$ cat config.mk
export PLATFORM = sky130hd
export DESIGN_NAME = sap_loader
export DESIGN_NICKNAME = d
export VERILOG_FILES = /design/src/rtl/sap_loader.sv
export SDC_FILE = /design/constraint.sdc
export NUM_CORES = 1
export LEC_CHECK = 0
export ABC_AREA = 1
export BUFFER_PORTS_ARGS = -buffer_cell sky130_fd_sc_hd__buf_2
export CAP_MARGIN = 0
export CORE_AREA = 2 2 44 46
export CTS_CLUSTER_SIZE = 30
export DETAILED_ROUTE_END_ITERATION = 16
export DIE_AREA = 0 0 46 48
export GPL_TIMING_DRIVEN = 0
export PLACE_DENSITY = 0.73
export SKIP_LAST_GASP = 1
export SYNTH_ARGS = -nofsm -noshare
export SYNTH_HDL_FRONTEND = slang
export SYNTH_SLANG_ARGS = --single-unit
export TNS_END_PERCENT = 20
$ cat constraint.sdc
create_clock -name clk -period 3.7 [get_ports clk]
set_clock_uncertainty 0.05 [all_clocks]
set_input_delay 0.925 -clock clk [delete_from_list [all_inputs] [get_ports clk]]
set_output_delay 0.925 -clock clk [all_outputs]
set_load 0.01 [all_outputs]
$ cat src/rtl/sap_loader.sv
// Serial program loader for a 16x8 program RAM: streams bytes into RAM, then releases the CPU.
// Optional trailing checksum byte is enabled with the LOADER_CHECKSUM_EN macro.
module sap_loader (
  input  logic       clk,
  input  logic       low_clr,
  input  logic       start,
  input  logic       stop,
  input  logic       in_valid,
  input  logic [7:0] in_data,
  output logic       in_ready,
  output logic [3:0] ram_addr,
  output logic [7:0] ram_data,
  output logic       low_ram_we,
  output logic       cpu_clr,
  output logic       done,
  output logic       err
);

`ifdef LOADER_CHECKSUM_EN
  typedef enum logic [2:0] {IDLE, LOAD, WRITE, CHECK, RUN, ERR} state_e;
`else
  typedef enum logic [2:0] {IDLE, LOAD, WRITE, RUN} state_e;
`endif

  state_e     state_q, state_d;
  logic [3:0] addr_q, addr_d;
  logic [7:0] data_q, data_d;
  logic       hs;

  assign hs = in_valid & in_ready;

`ifdef LOADER_CHECKSUM_EN
  logic [7:0] sum_q, sum_d;
  logic [7:0] final_sum;

  assign final_sum = sum_q + in_data;

  always_ff @(posedge clk or negedge low_clr) begin
    if (!low_clr) sum_q <= 8'h00;
    else          sum_q <= sum_d;
  end
`endif

  always_ff @(posedge clk or negedge low_clr) begin
    if (!low_clr) begin
      state_q <= IDLE;
      addr_q  <= 4'h0;
      data_q  <= 8'h00;
    end else begin
      state_q <= state_d;
      addr_q  <= addr_d;
      data_q  <= data_d;
    end
  end

  always_comb begin
    state_d = state_q;
    addr_d  = addr_q;
    data_d  = data_q;
`ifdef LOADER_CHECKSUM_EN
    sum_d   = sum_q;
`endif
    case (state_q)
      IDLE: begin
        if (start) begin
          state_d = LOAD;
          addr_d  = 4'h0;
`ifdef LOADER_CHECKSUM_EN
          sum_d   = 8'h00;
`endif
        end
      end
      LOAD: begin
        if (hs) begin
          data_d  = in_data;
          state_d = WRITE;
        end
      end
      WRITE: begin
`ifdef LOADER_CHECKSUM_EN
        sum_d = sum_q + data_q;
`endif
        // addr saturates at 15 so a 17th data byte can never reach RAM
        if (addr_q == 4'hF) begin
`ifdef LOADER_CHECKSUM_EN
          state_d = CHECK;
`else
          state_d = RUN;
`endif
        end else begin
          addr_d  = addr_q + 4'd1;
          state_d = LOAD;
        end
      end
`ifdef LOADER_CHECKSUM_EN
      CHECK: begin
        if (hs) state_d = (final_sum == 8'h00) ? RUN : ERR;
      end
      ERR: begin
        if (start) begin
          state_d = LOAD;
          addr_d  = 4'h0;
          sum_d   = 8'h00;
        end
      end
`endif
      RUN:     state_d = RUN;
      default: state_d = IDLE;
    endcase

    // stop overrides everything; the write already on the bus still completes
    if (stop) begin
      state_d = IDLE;
      addr_d  = addr_q;
      data_d  = data_q;
`ifdef LOADER_CHECKSUM_EN
      sum_d   = sum_q;
`endif
    end
  end

  always_comb begin
    in_ready   = 1'b0;
    low_ram_we = 1'b1;
    cpu_clr    = 1'b1;
    done       = 1'b0;
    err        = 1'b0;
    case (state_q)
      LOAD:  in_ready   = 1'b1;
      WRITE: low_ram_we = 1'b0;
      RUN: begin
        cpu_clr = 1'b0;
        done    = 1'b1;
      end
`ifdef LOADER_CHECKSUM_EN
      CHECK: in_ready = 1'b1;
      ERR:   err      = 1'b1;
`endif
      default: ;
    endcase
  end

  assign ram_addr = addr_q;
  assign ram_data = data_q;

endmodule

### Yosys cells after proc, flatten, opt, wreduce, memory -nomap -nowiden

Cells that the tools add are included.

* register bits after elaboration: 15
* output and inout port bits: 17

* add/sub/neg operators: 1
* eq/ne operators: 8
* mux-type cells: 12
* bitwise logic cells: 2
* reductions and logical operators: 5

Operators by type and width (number)
* one-hot mux 3 bit (4 select lines): 1
* 2-to-1 mux 3 bit: 3
* 2-to-1 mux 4 bit: 2
* one-hot mux 4 bit (2 select lines): 1
* equality test 3 x 2 -> 1 bit (second input constant): 2
* != test 3 bit (second input constant): 2
* adder 4 x 1 -> 4 bit (second input constant): 1
* equality test 4 bit (second input constant): 1
* 2-to-1 mux 1 bit: 4
* != test 2 bit (second input constant): 2
* AND reduction 4 bit: 1
* equality test 3 x 1 -> 1 bit (second input constant): 1
* zero test 3 bit: 1
* AND reduction 3 bit: 1
* 2-to-1 mux 2 bit: 1
* AND reduction 2 bit: 1
* nonzero test 2 bit: 1
* AND 1 bit: 1
* NOT 1 bit: 1

### Depth between registers and ports, before layout

Gate-level depths: netlist (run 1).

* depth in word-level cells: 6
* depth in mapped cells: 8

### Worst setup path before layout (run 1)

OpenSTA, ideal clock, no wires.

* path type: register to output
* from: register state_q[1]
* to: output done
* arrival time: 652 ps
* setup slack: 2073 ps
* stages on the path, launching flop included: 3
* buffers on the path: 0
* cells stage by stage: dfrtp_1 -> nand2_1 -> inv_1

* cells in the longest elaborated chain, start to end: 2

RTL lines
* from (decl): RTL line 25 `state_e state_q, state_d;`
* from (signal assigned): RTL line 50 `state_q <= state_d;`
* equality test 3 x 2 -> 1 bit: RTL line 128 `case (state_q)`
* 2-to-1 mux 1 bit: RTL line 128
* to (decl): RTL line 15 `output logic done,`

No other way between the ends.

### Worst setup path in the final report (run 1)

* from: register state_q[0]
* to: output low_ram_we

* cells in the longest elaborated chain, start to end: 2

RTL lines
* equality test 3 x 2 -> 1 bit: RTL line 128
* 2-to-1 mux 1 bit: RTL line 128
* to (decl): RTL line 13 `output logic low_ram_we,`

No other way between the ends.

==> flow_summary.json, run 1 <==
{
  "status": "finished, final reports clean",
  "detail_route.iter0.violations": 5,
  "initial_core_util": 0.439,
  "layout_commonest_cell": "nand2_1",
  "core_area_sq_um": 1690,
  "slowest_delay_ns": 0.40,
  "route.vias.total": 633,
  "startpoint_type": "register",
  "area_growth_pct": 24.8,
  "ctsHtreeMaxLevel": 1,
  "placedInstanceArea_sq_um": 903,
  "ys.flop_type": "dfrtp_1",
  "worstSetupPathType": "reg2out",
  "yosys.cell_types.count": 17,
  "grt_max_degree": 15,
  "power.density_nw_per_um2": 533,
  "finalMaxSlewViolations": 0,
  "post-cts-setup-buffer-count": 0,
  "crit_path_cell_trace": "inv_2 -> nand2_1 -> buf_2",
  "finalSetupTns_ns": 0,
  "detail_route.wl_per_cell_microns": 9.47,
  "async_reset_ff_frac": 1.00,
  "hold_path_class": "reg2reg",
  "cts-root-buf": "clkbuf_4",
  "globalplace.congestion": 0.783,
  "min_period_over_period": 0.561,
  "fill_cells": 169,
  "timing.final.crit_period_ns": 2.07,
  "antenna_cells_inserted": 0,
  "syn_nets": 105,
  "top_usage_layer": "met2",
  "die_w_microns": 46,
  "timing.final.hold_violations": 0,
  "area.sequential_sq_um": 350,
  "count_of_flip_flops_with_a_built_in_enable_after_synthesis": 0,
  "required_ns": 2.72,
  "floorplan.die_area_sq_um": 2210,
  "share_of_cells_above_drive_strength_1": 0.369,
  "postSynthRegisterBits": 14,
  "drc": 0,
  "met2_usage": 0.233,
  "multi_input_comb_area_sq_um": 305,
  "mostFrequentLayoutCells": "nand2_1 (30), buf_2 (28), inv_1 (17)",
  "rows": 15,
  "setup_repair_after_global_routing_missed_its_margin": "false",
  "critical_path.slowest_cell": "dfrtp_1",
  "max_freq_ghz": 0.482,
  "cellLeakagePower_nw": 0.558,
  "end_kind": "output port",
  "critPathArrivalTime_ns": 1.10,
  "netlist_area_sq_um": 742,
  "first_global_vias": 531,
  "cts-buffers-inserted": 3,
  "num-nets-final": 138,
  "cts.path.max_buffers": 2,
  "grt_use_met1": 0.156,
  "synth.avg_cell_area_sq_um": 8.15,
  "final_instance_area_sq_um": 926,
  "hold_bufs_at_cts": 0,
  "io_buffers": 28,
  "grt_antenna_before_repair": 0,
  "yosys_warnings": 0,
  "worstPathBufferInverterCount": 2,
  "post_cts_resized": 0,
  "grt_first_pass_wirelength_microns": 2080,
  "firstDrtPassIters": 4,
  "die_height_microns": 48,
  "tritoncts": "yes",
  "io_pins": 30,
  "synth-seq-area-share": 0.472,
  "post-dp-hpwl_microns": 1040,
  "clk_pin_slew_worst_paths_ns": 0.08,
  "gr-total-overflow": 0,
  "gr-usage-all-layers": 0.133,
  "worst-path-max-fanout": 6,
  "vias_per_cell": 4.55,
  "path_delay_family": "flip-flops",
  "drt_wl_total_microns": 1320,
  "clock_sink_count": 14,
  "global_route.usage.met3": 0.0226,
  "ant_nets": 0,
  "post_synth_inst_count": 91,
  "ir_drop_v": 0.000262,
  "clk_latency_ns": 0.27,
  "drv_cap": 0,
  "timing.final.setup_violations": 0
}
-- path summary, 6_finish.rpt --
check,depth (start not counted),start,slack [ns],to
setup / recovery,3,state_q[0]$_DFFE_PN0P_,1.63,low_ram_we
hold / removal,2,ram_data[1]$_DFFE_PN0P_,0.43,ram_data[1]$_DFFE_PN0P_
setup reg to reg,7,ram_addr[0]$_DFFE_PN0P_,2.38,ram_addr[0]$_DFFE_PN0P_
hold reg to reg,2,ram_data[1]$_DFFE_PN0P_,0.43,ram_data[1]$_DFFE_PN0P_
max in group asynchronous,1,low_clr,2.90,ram_addr[0]$_DFFE_PN0P_
min in group asynchronous,1,low_clr,0.47,ram_data[7]$_DFFE_PN0P_
-- state kept, by name, summed over array words and instances, names as in the netlist --
signal    cells
ram_data      8
state_q       2
ram_addr      4
-- synth_stat cells (2+ instances only) --
library cell  number  area [sq um]
dfrtp_1           14           350
nand3_1            5          25.0
nor2_4             2          22.5
nor2_1             4          15.0
a21oi_1            2          10.0
o21ai_2            8          70.1
inv_1             17          63.8
nand2_1           30           113
-- stage by stage --
step	hold WS [ns]	power, mW	setup WS (ns)	cells	utilization
floorplan	0.472	0.345	2.07	91	-
detailed placement	0.416	0.416	1.92	136	0.535
global route	0.465	0.535	1.54	139	0.548
CTS	0.438	0.502	1.61	139	0.548
global placement	0.413	0.411	1.94	136	0.535
finish	0.433	0.493	1.63	139	0.548
-- logic make-up after synthesis --
logic type | count (synthesis) | synth area share
AO/OA/AOI/OAI | 11 | 0.115
buffers and inverters | 20 | 0.116
flip-flops | 14 | 0.472
adder cells (fa/ha/maj) | 1 | 0.0169
other | 1 | 0.00505
AND/OR/NAND/NOR | 44 | 0.275
-- worst register-to-register path, cell delays in order (launching register included) --
cell     delay (ns)
dfrtp_1        0.44
ha_1           0.24
nand2_1        0.06
inv_1          0.05
nand2_1        0.09
nand3_1        0.15
nand2_1        0.09
nand2_1        0.05
-- per-layer routing --
| layer | vias to the layer above | part of all wire |
|---|---|---|
| li1 | 336 | - |
| met1 | 268 | 0.47 |
| met2 | 27 | 0.45 |
| met3 | 2 | 0.071 |
| met4 | 0 | 0.011 |
| met5 | - | 0 |
-- cell type report --
cell class | count | area share
multi-input combinational | 57 | 0.330
tap | 17 | 0.0230
sequential | 14 | 0.378
buffer | 2 | 0.0203
timing repair buffer | 28 | 0.151
clock buffer | 3 | 0.0243
inverter | 18 | 0.0730
-- where the power goes --
group	switching (mW)	leakage, nW	internal, mW	total (mW)
Combinational	0.102	0.362	0.0793	0.182
Clock	0.0450	0.0138	0.0377	0.0827
Sequential	0.0278	0.182	0.201	0.229
(Power assumes the default switching activity.)
==> run 2, diff against run 1 <==
--- a/config.mk
+++ b/config.mk
@@ -5,13 +5,13 @@
 export SDC_FILE = /design/constraint.sdc
 export NUM_CORES = 1
 export LEC_CHECK = 0
-export ABC_AREA = 1
+export ABC_AREA = 0
 export BUFFER_PORTS_ARGS = -buffer_cell sky130_fd_sc_hd__buf_2
 export CAP_MARGIN = 0
-export CORE_AREA = 2 2 44 46
+export CORE_AREA = 2 2 43 45
 export CTS_CLUSTER_SIZE = 30
 export DETAILED_ROUTE_END_ITERATION = 16
-export DIE_AREA = 0 0 46 48
+export DIE_AREA = 0 0 45 47
 export GPL_TIMING_DRIVEN = 0
 export PLACE_DENSITY = 0.73
 export SKIP_LAST_GASP = 1
==> constraint.sdc (replaced) <==
create_clock -name clk -period 2.1 [get_ports clk]
set_clock_uncertainty 0.05 [all_clocks]
set_input_delay 0.525 -clock clk [delete_from_list [all_inputs] [get_ports clk]]
set_output_delay 0.525 -clock clk [all_outputs]
set_load 0.01 [all_outputs]
==> run 2 against run 1 <==
Against the previous run:
- via count is 18% lower
- cell area is 3.1% lower
- combinational power is 14% higher
- clock power is 130% higher
- non-clock buffer count is 1 higher
- sequential power is 53% higher
- largest cell class unchanged
- wire length is 5.9% higher
- power is 52% higher
- core utilization is 0.50 points lower
- critical endpoint is now done
- worst hold slack worse by 0.36 ns
==> flow_summary.json, run 2 <==
{
  "comb_power_share": 0.276,
  "route.vias.total": 521,
  "crit_start": "state_q[1]$_DFFE_PN0P_",
  "async_reset_ff_frac": 1.00,
  "ir_drop_v": 0.000495,
  "largest_register_ffs": 8,
  "die_w_microns": 45,
  "globalplace.congestion": 0.747,
  "timing.final.hold_violations": 0,
  "yosys-top-cells-count": "dfrtp_1 (14), mux2_4 (8), a21oi_1 (4)",
  "clock_sink_count": 14,
  "gr-total-overflow": 0,
  "hold_path_class": "in2async",
  "drc": 0,
  "power_switching_share": 0.270,
  "power.density_nw_per_um2": 835,
  "clock_power_share": 0.255,
  "grt_antenna_before_repair": 0,
  "area_growth_pct": 28.3,
  "critPathArrivalTime_ns": 1.12,
  "power_report.internal_total_mw": 0.546,
  "end_kind": "output port",
  "post_synth_inst_count": 55,
  "antenna_cells_inserted": 0,
  "post-cts-setup-buffer-count": 0,
  "clk_pin_slew_worst_paths_ns": 0.08,
  "clk_latency_ns": 0.27,
  "synth-seq-area-share": 0.501,
  "ys_top_cells_by_area": "dfrtp_1 (50%), mux2_4 (17%), a21oi_1 (2.9%), buf_4 (2.1%), nor2b_4 (2.0%)",
  "ys.flop_type": "dfrtp_1",
  "vias_per_cell": 5.01,
  "detail_route.iter0.violations": 9,
  "slowest_delay_ns": 0.42,
  "core_area_sq_um": 1650,
  "worst-path-max-fanout": 10,
  "fin_util": 0.543,
  "required_ns": 1.52,
  "worstSetupPathType": "reg2out",
  "dpl_worst_slack_ns": 0.519,
  "critical_path.slowest_cell": "dfrtp_1",
  "rr_startpoint": "state_q[0]$_DFFE_PN0P_",
  "hold_bufs_at_cts": 0,
  "io_buffers": 28,
  "post-synth-top-count-cell": "dfrtp_1",
  "rows": 15,
  "firstDrtPassIters": 4,
  "post-dp-hpwl_microns": 994,
  "grt_first_pass_wirelength_microns": 2100,
  "ctsHtreeMaxLevel": 1,
  "num-nets-final": 102,
  "mostFrequentLayoutCells": "buf_2 (28), dfrtp_1 (14), mux2_4 (8)",
  "sequentialPowerShare": 0.469,
  "ff2ff_setup_slack_ns": 0.67,
  "count_of_flip_flops_with_a_built_in_enable_after_synthesis": 0,
  "post_cts_resized": 0,
  "max_freq_ghz": 0.589,
  "drt_wl_total_microns": 1400,
  "first_global_vias": 457,
  "cts-root-buf": "clkbuf_4",
  "postSynthRegisterBits": 14,
  "gr-usage-all-layers": 0.145,
  "crit_path_cell_trace": "buf_4 -> nand2_1 -> inv_1 -> buf_2",
  "floorplan.die_area_sq_um": 2120,
  "timing.final.setup_violations": 0,
  "status": "finished, final reports clean",
  "finalSetupTns_ns": 0,
  "hold_slack_ns": 0.0756,
  "worst_r2r_endpoint": "ram_data[4]$_DFFE_PN0P_",
  "power.net_switching_mw": 0.202,
  "setup_repair_after_global_routing_missed_its_margin": "false",
  "yosys_warnings": 0,
  "syn_nets": 69,
  "initial_core_util": 0.423,
  "timing.final.crit_period_ns": 1.70,
  "timing.critical_path.to": "done",
  "startpoint_type": "register",
  "worst_slack_ns": 0.403,
  "detail_route.wl_per_cell_microns": 13.4,
  "drv_cap": 0,
  "io_pins": 30,
  "share_of_cells_above_drive_strength_1": 0.540,
  "min_period_over_period": 0.808,
  "grt_max_degree": 15,
  "cellLeakagePower_nw": 0.493,
  "netlist_area_sq_um": 699,
  "finalMaxSlewViolations": 0,
  "r2r.worst_path.cells": 4,
  "cts-buffers-inserted": 3,
  "synth.avg_cell_area_sq_um": 12.7,
  "layout_commonest_cell": "buf_2",
  "cts.path.max_buffers": 2,
  "tritoncts": "yes",
  "post-synth-top-area-cell": "dfrtp_1",
  "die_height_microns": 47,
  "ant_nets": 0,
  "synthDominantCellAreaShare": 0.501,
  "yosys.cell_types.count": 25
}
## run 2: cell count changes after synthesis, sizes merged, moves of 2 or more
cell   delta
o21ai     -8
inv      -15
a21oi     +2
nor2      -4
and3      +2
nand2    -27
mux2      +9
nand3     -5
## run 2: cell type report
cell class | count | area (sq um)
buffer | 3 | 26.3
clock buffer | 4 | 36.3
fill | 154 | 754
inverter | 3 | 11.3
multi-input combinational | 35 | 312
sequential | 14 | 350
tap | 17 | 21.3
timing repair buffer | 28 | 140
## run 2: cells by family (layout without fill, tap and decap cells)
group | Yosys count | after routing | synth area share
AO/OA/AOI/OAI | 10 | 10 | 0.0966
AND/OR/NAND/NOR | 14 | 14 | 0.138
buffers and inverters | 6 | 38 | 0.0537
other | 1 | 1 | 0.00536
flip-flops | 14 | 14 | 0.501
adder cells (fa/ha/maj) | 1 | 1 | 0.0179
multiplexers | 9 | 9 | 0.188
## run 2: power groups by stage
| stage | Sequential (mW) | Clock, mW | Combinational (mW) |
|---|---|---|---|
| 2_1_floorplan | 0.380 | 0 | 0.0984 |
| 3_3_place_gp | 0.351 | 0 | 0.205 |
| 3_5_place_dp | 0.356 | 0 | 0.208 |
| 4_1_cts | 0.351 | 0.198 | 0.211 |
| 5_1_grt | 0.358 | 0.211 | 0.228 |
| 6_report | 0.351 | 0.191 | 0.207 |
## run 2: metrics by stage
step	area [sq um]	power, mW	std cells
5_1_grt	897	0.797	104
2_1_floorplan	699	0.479	55
3_3_place_gp	861	0.556	100
4_1_cts	897	0.760	104
3_5_place_dp	861	0.564	100
6_report	897	0.749	104
## run 2: worst max-delay path, delay by kind of cell (launching register included)
kind	cells	cell delay, ns
AND/OR/NAND/NOR	1	0.08
flip-flops	1	0.42
buffers and inverters	3	0.35
## run 2: routing by layer
layer	wire length [microns]	GRT usage	part of all wire	up-vias
met5	0	0	0	-
met4	5	0.0529	0.0036	0
met3	119	0.0462	0.085	2
met2	614	0.231	0.44	28
met1	656	0.187	0.47	230
li1	-	-	-	261
## run 2: worst min path at each step
stage,from,endpoint,cells past startpoint
3_3_place_gp,low_clr,ram_data[1]$_DFFE_PN0P_,1
6_report,low_clr,ram_data[1]$_DFFE_PN0P_,1
2_1_floorplan,low_clr,ram_addr[0]$_DFFE_PN0P_,0
4_1_cts,low_clr,state_q[0]$_DFFE_PN0P_,1
3_5_place_dp,low_clr,ram_data[1]$_DFFE_PN0P_,1
5_1_grt,low_clr,ram_data[2]$_DFFE_PN0P_,1
==> run 3, diff against run 2 <==
==> constraint.sdc (replaced) <==
create_clock -name clk -period 1.75 [get_ports clk]
set_clock_uncertainty 0.05 [all_clocks]
set_input_delay 0.4375 -clock clk [delete_from_list [all_inputs] [get_ports clk]]
set_output_delay 0.4375 -clock clk [all_outputs]
set_load 0.01 [all_outputs]
==> run 3 against run 2 <==
Against the previous run:
- worst hold slack improved by 0.24 ns
- power is 20% higher
- sequential cell count is the same
- critical path type unchanged
==> flow_summary.json, run 3 (same netlist as run 2, synthesis figures left out) <==
{
  "worstSetupPathType": "reg2out",
  "cts-root-buf": "clkbuf_4",
  "mostFrequentLayoutCells": "buf_2 (28), dfrtp_1 (14), mux2_4 (8)",
  "critPathArrivalTime_ns": 1.12,
  "gr-usage-all-layers": 0.146,
  "globalplace.congestion": 0.747,
  "detailroute.wirelength.met3_microns": 120,
  "vias_per_cell": 4.99,
  "layout_commonest_cell": "buf_2",
  "hold_path_class": "in2reg",
  "drt_wl_total_microns": 1410,
  "post-dp-hpwl_microns": 994,
  "io_buffers": 28,
  "cts-buffers-inserted": 3,
  "area_growth_pct": 29.7,
  "firstDrtPassIters": 4,
  "gr-total-overflow": 0,
  "timing.final.hold_violations": 0,
  "floorplan.die_area_sq_um": 2120,
  "setup_repair_after_global_routing_missed_its_margin": "false",
  "worst-path-max-fanout": 10,
  "finalSetupTns_ns": 0,
  "grt_max_degree": 15,
  "power.density_nw_per_um2": 991,
  "topRoutingLayerUsed": "met4",
  "ff2ff_setup_slack_ns": 0.32,
  "drv_cap": 0,
  "antenna_cells_inserted": 0,
  "largest_register_ffs": 8,
  "met2_wirelength_microns": 621,
  "required_ns": 1.26,
  "clk_latency_ns": 0.27,
  "ant_nets": 0,
  "drc": 0,
  "timing.final.setup_violations": 0,
  "io_pins": 30,
  "initial_core_util": 0.423,
  "finalMaxSlewViolations": 0,
  "status": "finished, final reports clean",
  "grt_first_pass_wirelength_microns": 2120,
  "core_area_sq_um": 1650,
  "tritoncts": "yes",
  "grt_antenna_before_repair": 0,
  "route.vias.total": 524,
  "dpl_worst_slack_ns": 0.256,
  "min_period_over_period": 0.920,
  "detail_route.wl_per_cell_microns": 13.4,
  "ir_drop_v": 0.000595,
  "worst_slack_ns": 0.140,
  "die_height_microns": 47,
  "cellLeakagePower_nw": 0.497,
  "detail_route.iter0.violations": 8,
  "startpoint_type": "register",
  "routedLengthMet1_microns": 658,
  "num-nets-final": 103,
  "end_kind": "output port",
  "ctsHtreeMaxLevel": 1,
  "die_w_microns": 45,
  "first_global_vias": 461,
  "timing.final.crit_period_ns": 1.61,
  "post_cts_resized": 0,
  "clk_pin_slew_worst_paths_ns": 0.08,
  "clock_sink_count": 14,
  "cts.path.max_buffers": 2,
  "share_of_cells_above_drive_strength_1": 0.534,
  "max_freq_ghz": 0.621,
  "rows": 15
}
[run 3: metal layers]
layer / vias to the layer above / global-route usage
li1: 263 / -
met4: 0 / 0.0529
met2: 28 / 0.234
met1: 231 / 0.187
met5: - / 0
met3: 2 / 0.0462
[run 3: repair_timing]
item / in CTS / in global routing
hold buffers: 1 / 0
endpoints found under the hold margin: 14 / 0
setup endpoints to repair: 0 / 0
setup buffers: 0 / 0
[run 3: cell type report]
class / instances / area, sq um
flip-flops and latches: 14 / 350
plain buffers: 3 / 26.3
repair buffers: 29 / 150
well taps: 17 / 21.3
clock buffers: 4 / 36.3
fillers: 153 / 744
inverters: 3 / 11.3
multi-input cells: 35 / 312
[run 3: critical path, cell delays in order, from the launching register on]
cell and delay (ns):
dfrtp_1 0.42, buf_4 0.18, nand2_1 0.08, inv_1 0.04
buf_2 0.13
[run 3: through the flow]
step / cells / hold WS [ns] / total power, mW / instance area, sq um / util
after floorplan: 55 / 0.0919 / 0.574 / 699 / -
after global placement: 100 / 0.292 / 0.668 / 861 / 0.521
after detailed placement: 100 / 0.296 / 0.677 / 861 / 0.521
after CTS: 105 / 0.303 / 0.913 / 907 / 0.549
after global routing: 105 / 0.310 / 0.959 / 907 / 0.549
final: 105 / 0.314 / 0.899 / 907 / 0.549
[run 3: path summary, 6_finish.rpt]
| path | cells after the start | startpoint | to |
|---|---|---|---|
| max | 4 | state_q[1]$_DFFE_PN0P_ | done |
| min | 2 | stop | state_q[0]$_DFFE_PN0P_ |
| max reg2reg | 4 | state_q[0]$_DFFE_PN0P_ | ram_data[4]$_DFFE_PN0P_ |
| min reg2reg | 1 | ram_data[0]$_DFFE_PN0P_ | ram_data[0]$_DFFE_PN0P_ |
| max in group asynchronous | 2 | low_clr | ram_addr[2]$_DFFE_PN0P_ |
| min in group asynchronous | 2 | low_clr | ram_data[5]$_DFFE_PN0P_ |
[run 3: power breakdown]
group	internal, mW	switching, mW
Combinational	0.145	0.105
Sequential	0.386	0.0356
Clock	0.126	0.102
Total	0.657	0.242
